[config.mk]
export PLATFORM = sky130hd
export DESIGN_NAME = jedro_1_mem_arb
export DESIGN_NICKNAME = d
export VERILOG_FILES = /design/src/rtl/jedro_1_mem_arb_pkg.sv /design/src/rtl/jedro_1_mem_arb.sv
export SDC_FILE = /design/constraint.sdc
export NUM_CORES = 1
export LEC_CHECK = 0
export BUFFER_PORTS_ARGS = -buffer_cell sky130_fd_sc_hd__buf_2
export CAP_MARGIN = 20
export CELL_PAD_IN_SITES_DETAIL_PLACEMENT = 2
export CELL_PAD_IN_SITES_GLOBAL_PLACEMENT = 2
export CORE_ASPECT_RATIO = 2
export CORE_UTILIZATION = 10
export CTS_CLUSTER_SIZE = 20
export DETAILED_ROUTE_END_ITERATION = 7
export GPL_TIMING_DRIVEN = 1
export PLACE_DENSITY_LB_ADDON = 0.1
export SYNTH_ARGS = -nofsm -noshare
export SYNTH_HDL_FRONTEND = slang
export SYNTH_SLANG_ARGS = --single-unit
[constraint.sdc]
create_clock -name clk_i -period 5.6 [get_ports clk_i]
set_clock_uncertainty 0.2 [all_clocks]
set_input_delay 1.12 -clock clk_i [delete_from_list [all_inputs] [get_ports clk_i]]
set_output_delay 1.12 -clock clk_i [all_outputs]
set_load 0.01 [all_outputs]
[src/rtl/jedro_1_mem_arb_pkg.sv]
`default_nettype none
// ============================================================================
// Module      : jedro_1_mem_arb_pkg
// Description : Shared jedro_1 definitions used by the memory arbiter:
//               datapath width, boot address and the requester-ID encoding
//               carried in the arbiter's one-deep response tag.
// Revision    : 1.0 - initial release
// ============================================================================
package jedro_1_mem_arb_pkg;

  // Core-wide datapath / address width.
  localparam int unsigned JEDRO_DATA_WIDTH = 32;

  // Reset fetch address of the core.
  localparam logic [31:0] JEDRO_BOOT_ADDR = 32'h0000_0000;

  // Which requester owns the memory access issued in a given cycle.
  typedef enum logic [1:0] {
    REQ_NONE  = 2'd0,
    REQ_INSTR = 2'd1,
    REQ_DATA  = 2'd2
  } req_id_e;

endpackage : jedro_1_mem_arb_pkg
`default_nettype wire

[src/rtl/jedro_1_mem_arb.sv]
`default_nettype none
// ============================================================================
// Module      : jedro_1_mem_arb
// Description : Arbitrates a single-port SRAM (1-cycle read latency) between
//               the instruction-fetch port and the load/store port. Data has
//               priority, but an instruction fetch that has waited through
//               STARVE_LIMIT consecutive data grants wins the next tie.
// Ports       : clk_i / rst_i          - clock, synchronous active-high reset
//               i_req_i, i_addr_i      - fetch read request
//               i_gnt_o, i_rvalid_o,
//               i_rdata_o              - fetch grant and read response
//               d_req_i, d_we_i, d_be_i,
//               d_addr_i, d_wdata_i    - load/store request
//               d_gnt_o, d_rvalid_o,
//               d_rdata_o              - load/store grant and response
//               mem_*                  - SRAM port
// Revision    : 1.0 - initial release
// ============================================================================
module jedro_1_mem_arb
  import jedro_1_mem_arb_pkg::*;
#(
  parameter int unsigned DATA_WIDTH   = JEDRO_DATA_WIDTH,
  parameter int unsigned STARVE_LIMIT = 4
) (
  input  logic                  clk_i,
  input  logic                  rst_i,

  input  logic                  i_req_i,
  input  logic [DATA_WIDTH-1:0] i_addr_i,
  output logic                  i_gnt_o,
  output logic                  i_rvalid_o,
  output logic [DATA_WIDTH-1:0] i_rdata_o,

  input  logic                  d_req_i,
  input  logic                  d_we_i,
  input  logic [3:0]            d_be_i,
  input  logic [DATA_WIDTH-1:0] d_addr_i,
  input  logic [DATA_WIDTH-1:0] d_wdata_i,
  output logic                  d_gnt_o,
  output logic                  d_rvalid_o,
  output logic [DATA_WIDTH-1:0] d_rdata_o,

  output logic                  mem_rst_o,
  output logic                  mem_en_o,
  output logic [3:0]            mem_we_o,
  output logic [DATA_WIDTH-1:0] mem_addr_o,
  output logic [DATA_WIDTH-1:0] mem_wdata_o,
  input  logic [DATA_WIDTH-1:0] mem_rdata_i
);

  localparam int unsigned      CNT_W   = (STARVE_LIMIT < 1) ? 1 : $clog2(STARVE_LIMIT + 1);
  localparam logic [CNT_W-1:0] CNT_MAX = CNT_W'(STARVE_LIMIT);
  localparam logic [DATA_WIDTH-1:0] WORD_MASK = ~DATA_WIDTH'(3);

  logic [CNT_W-1:0]      starve_cnt_d, starve_cnt_q;
  req_id_e               tag_d, tag_q;
  logic                  we_d, we_q;
  logic                  w_gnt_instr;
  logic                  w_gnt_data;
  logic [DATA_WIDTH-1:0] w_addr;

  // Grant decision: data first unless the waiting fetch has hit the limit.
  always_comb begin
    w_gnt_instr = 1'b0;
    w_gnt_data  = 1'b0;
    if (!rst_i) begin
      if (d_req_i && !(i_req_i && (starve_cnt_q == CNT_MAX))) begin
        w_gnt_data = 1'b1;
      end else if (i_req_i) begin
        w_gnt_instr = 1'b1;
      end
    end
  end

  // Starvation counter and response tag next-state.
  always_comb begin
    starve_cnt_d = starve_cnt_q;
    tag_d        = REQ_NONE;
    we_d         = 1'b0;

    // Only counts data grants that actually made a fetch wait.
    if (w_gnt_instr || !i_req_i) begin
      starve_cnt_d = '0;
    end else if (w_gnt_data && (starve_cnt_q != CNT_MAX)) begin
      starve_cnt_d = starve_cnt_q + 1'b1;
    end

    if (w_gnt_instr) begin
      tag_d = REQ_INSTR;
    end else if (w_gnt_data) begin
      tag_d = REQ_DATA;
      we_d  = d_we_i;
    end
  end

  always_ff @(posedge clk_i) begin
    if (rst_i) begin
      starve_cnt_q <= '0;
      tag_q        <= REQ_NONE;
      we_q         <= 1'b0;
    end else begin
      starve_cnt_q <= starve_cnt_d;
      tag_q        <= tag_d;
      we_q         <= we_d;
    end
  end

  // Memory request path.
  assign w_addr      = w_gnt_instr ? i_addr_i : d_addr_i;
  assign mem_addr_o  = w_addr & WORD_MASK;
  assign mem_en_o    = w_gnt_instr | w_gnt_data;
  assign mem_we_o    = (w_gnt_data && d_we_i) ? d_be_i : 4'b0000;
  assign mem_wdata_o = d_wdata_i;
  assign mem_rst_o   = rst_i;

  assign i_gnt_o = w_gnt_instr;
  assign d_gnt_o = w_gnt_data;

  // Response path. The tag flop clears one edge after rst_i rises, so the
  // rvalids are additionally gated to kill a response already in flight.
  assign i_rvalid_o = !rst_i && (tag_q == REQ_INSTR);
  assign d_rvalid_o = !rst_i && (tag_q == REQ_DATA);
  assign i_rdata_o  = i_rvalid_o ? mem_rdata_i : '0;
  assign d_rdata_o  = (d_rvalid_o && !we_q) ? mem_rdata_i : '0;

endmodule : jedro_1_mem_arb
`default_nettype wire

==> impl_metrics.ini <==
[logic_synthesis]
yosys_warnings = 0
synth_edf_count = 0
synth_top_area_frac = 0.299
syn-cell-area_mm2 = 0.00136
synth_common_cells = 65 x and2_1, 38 x buf_4, 29 x mux2_2
syn_area_per_cell_um2 = 7.90
seq_area_frac_synth = 0.0884
synth_top_area_cell = and2_1
synth_area_leaders = and2_1 30%, mux2_2 24%, buf_4 21%, dfxtp_1 8.8%, and3_1 1.8%
synthArstFlopShare = 0
synth_cells = 172
ys_ff_latch = 6
synth-main-ff-cell = dfxtp_1
ys_types = 24
synth.most_common_cell = and2_1

[floorplan]
die_y_um = 167
chipWidth_um = 84.4
start_util = 0.103
core_mm2 = 0.0131
pin_count = 275
die-area_mm2 = 0.0141
std_cell_rows = 59

[critical_path]
r2r-start = starve_cnt_q[0]
crit_path_start = rst_i
worst_path_max_delay_cell = a21oi_4
crit_path_max_fanout = 22
crit_family = buffers and inverters
slowest_delay_ns = 0.57
worstSetupEndpointType = output pin
worstSetupPathType = primary input to output pin
critical_path.cell_chain = buf_2 -> nand2b_2 -> a21oi_4 -> buf_4 -> mux2_2 -> buf_2
worstPathArrival_ns = 2.89
path_buf_inv = 3
required_ns = 4.28
cp-start-kind = primary input
crit_top_cell = buf_2

[timing]
finalSetupTns_ns = 0
min_period_ns = 4.21
max_freq_mhz = 237
slew_violations = 0
rsz0062_at_grt = no
slew_headroom = 0.411
min_period_over_period = 0.752
setup_violations = 0
worst_slew_pin_slew_ns = 0.883
hold_violations = 0

[global_route]
grt_overflow_total = 0
grt_max_degree = 34
grtUsageTotal = 0.0891
grt_pass1_wl_um = 9760
first_global_vias = 1998
antenna_found_initial = 0

[power]
peakVddDrop_mv = 0.0697
totalPowerFinal_uw = 279
p_leak_uw = 0.00140
powerDensity_mw_per_mm2 = 118

[place]
port_buffers = 204
gp_congestion = 0.670
dp_cells = 487
hpwl_um = 6010

[cells_and_area]
fillCellCount = 1609
nets = 479
final_cells = 490
area_growth_pct = 74.2
drive_gt1_frac = 0.719
diodes = 0

[flow_run]
maxCapViolations = 0

[detailed_routing]
routed_wl_um = 6710
wl_per_cell_um = 13.7
drt-initial-drc-count = 58
drt_pass1_iterations = 6
vias_per_cell = 3.77
ant_nets = 0
num_vias = 1849
drc = 20

[clock_tree]
path_clk_slew_ns = 0.03
cts.sinks = 6
cts_setup_buffers = 0
ctsRootBufferMaster = clkbuf_16
cts_buffers = 3
ctsHoldBuffers = 0
clock_latency_ns = 0.23
cts_tree = yes
clockBufferDepth = 2
post_cts_resize_count = 0
h-tree-depth = 1

[min_path]
hp-start = starve_cnt_q[0]
min_path_type = flop to flop

[run_status]
outcome = complete, but fails checks
violations = DRC
==> power breakdown <==
part           switching (uW)  total (uW)  leakage [uW]  internal (uW)
combinational            54.5         118       0.00132           63.4
clock                    24.0         116     0.0000370           91.6
sequential              0.722        45.1     0.0000491           44.4
==> metrics by stage <==
step / utilization / cell area [um^2] / hold WS, ns / worst slack [ns]
final: 0.180 / 2370 / 0.257 / 1.39
after floorplan: - / 1360 / 0.228 / 2.21
after detailed placement: 0.174 / 2290 / 0.257 / 1.31
after global routing: 0.180 / 2370 / 0.284 / 1.24
after global placement: 0.174 / 2290 / 0.247 / 1.32
after CTS: 0.180 / 2370 / 0.264 / 1.31
==> flip-flops by register name (all words and copies together) (netlist names) <==
signal	flops
we_q	1
tag_q	2
starve_cnt_q	3
==> cells in the final DEF (no fill, tap or decap) <==
cell,netlist,layout
nor3_1,3,3
a21oi_1,1,1
buf_4,38,2
nand2b_2,1,1
inv_1,4,4
a21oi_4,0,1
and2b_1,1,1
conb_1,1,2
mux2i_1,1,1
clkbuf_16,0,3
nor3b_2,1,2
mux2_1,1,1
a311oi_1,1,1
nor2_1,1,1
dfxtp_1,6,6
nand2b_1,1,1
ha_1,2,2
nand2_1,2,2
buf_2,1,204
and3_1,4,4
a311oi_2,1,1
mux2_2,29,29
and2_1,65,65
==> worst reg2reg max path, stage by stage, from the launching register on <==
cell and delay, ns:
dfxtp_1 0.34, inv_1 0.05, ha_1 0.25, a311oi_2 0.61, and2_1 0.21
==> final cells by class <==
class                           instances  area, um^2  share of cell area
Sequential cell                         6         120              0.0507
Inverter                                4        15.0             0.00634
Clock buffer                            3        75.1              0.0317
Multi-Input combinational cell        119         931               0.393
Timing Repair Buffer                  206        1040               0.438
Tap cell                              152         190              0.0803
==> worst paths after layout <==
check / end / slack (ns) / cells after the start
max: mem_addr_o[15] / 1.39 / 6
min: starve_cnt_q[0] / 0.26 / 1
max reg2reg: we_q / 3.87 / 4
min reg2reg: starve_cnt_q[0] / 0.26 / 1
==> kinds of logic after synthesis <==
| family | after synthesis | share of synthesized area |
|---|---|---|
| adder cells (fa/ha/maj) | 2 | 0.0184 |
| flip-flops | 6 | 0.0884 |
| AO/OA/AOI/OAI | 4 | 0.0276 |
| multiplexers | 31 | 0.256 |
| AND/OR/NAND/NOR | 80 | 0.368 |
| other | 1 | 0.00276 |
| buffers and inverters | 48 | 0.238 |
==> routing by layer <==
metal / routed length, um / global-route usage
met5: 0 / 0
met4: 72 / 0.0265
met3: 1060 / 0.0332
met2: 3510 / 0.181
met1: 2060 / 0.0788
No activity file was read; power rests on OpenSTA's default activity.
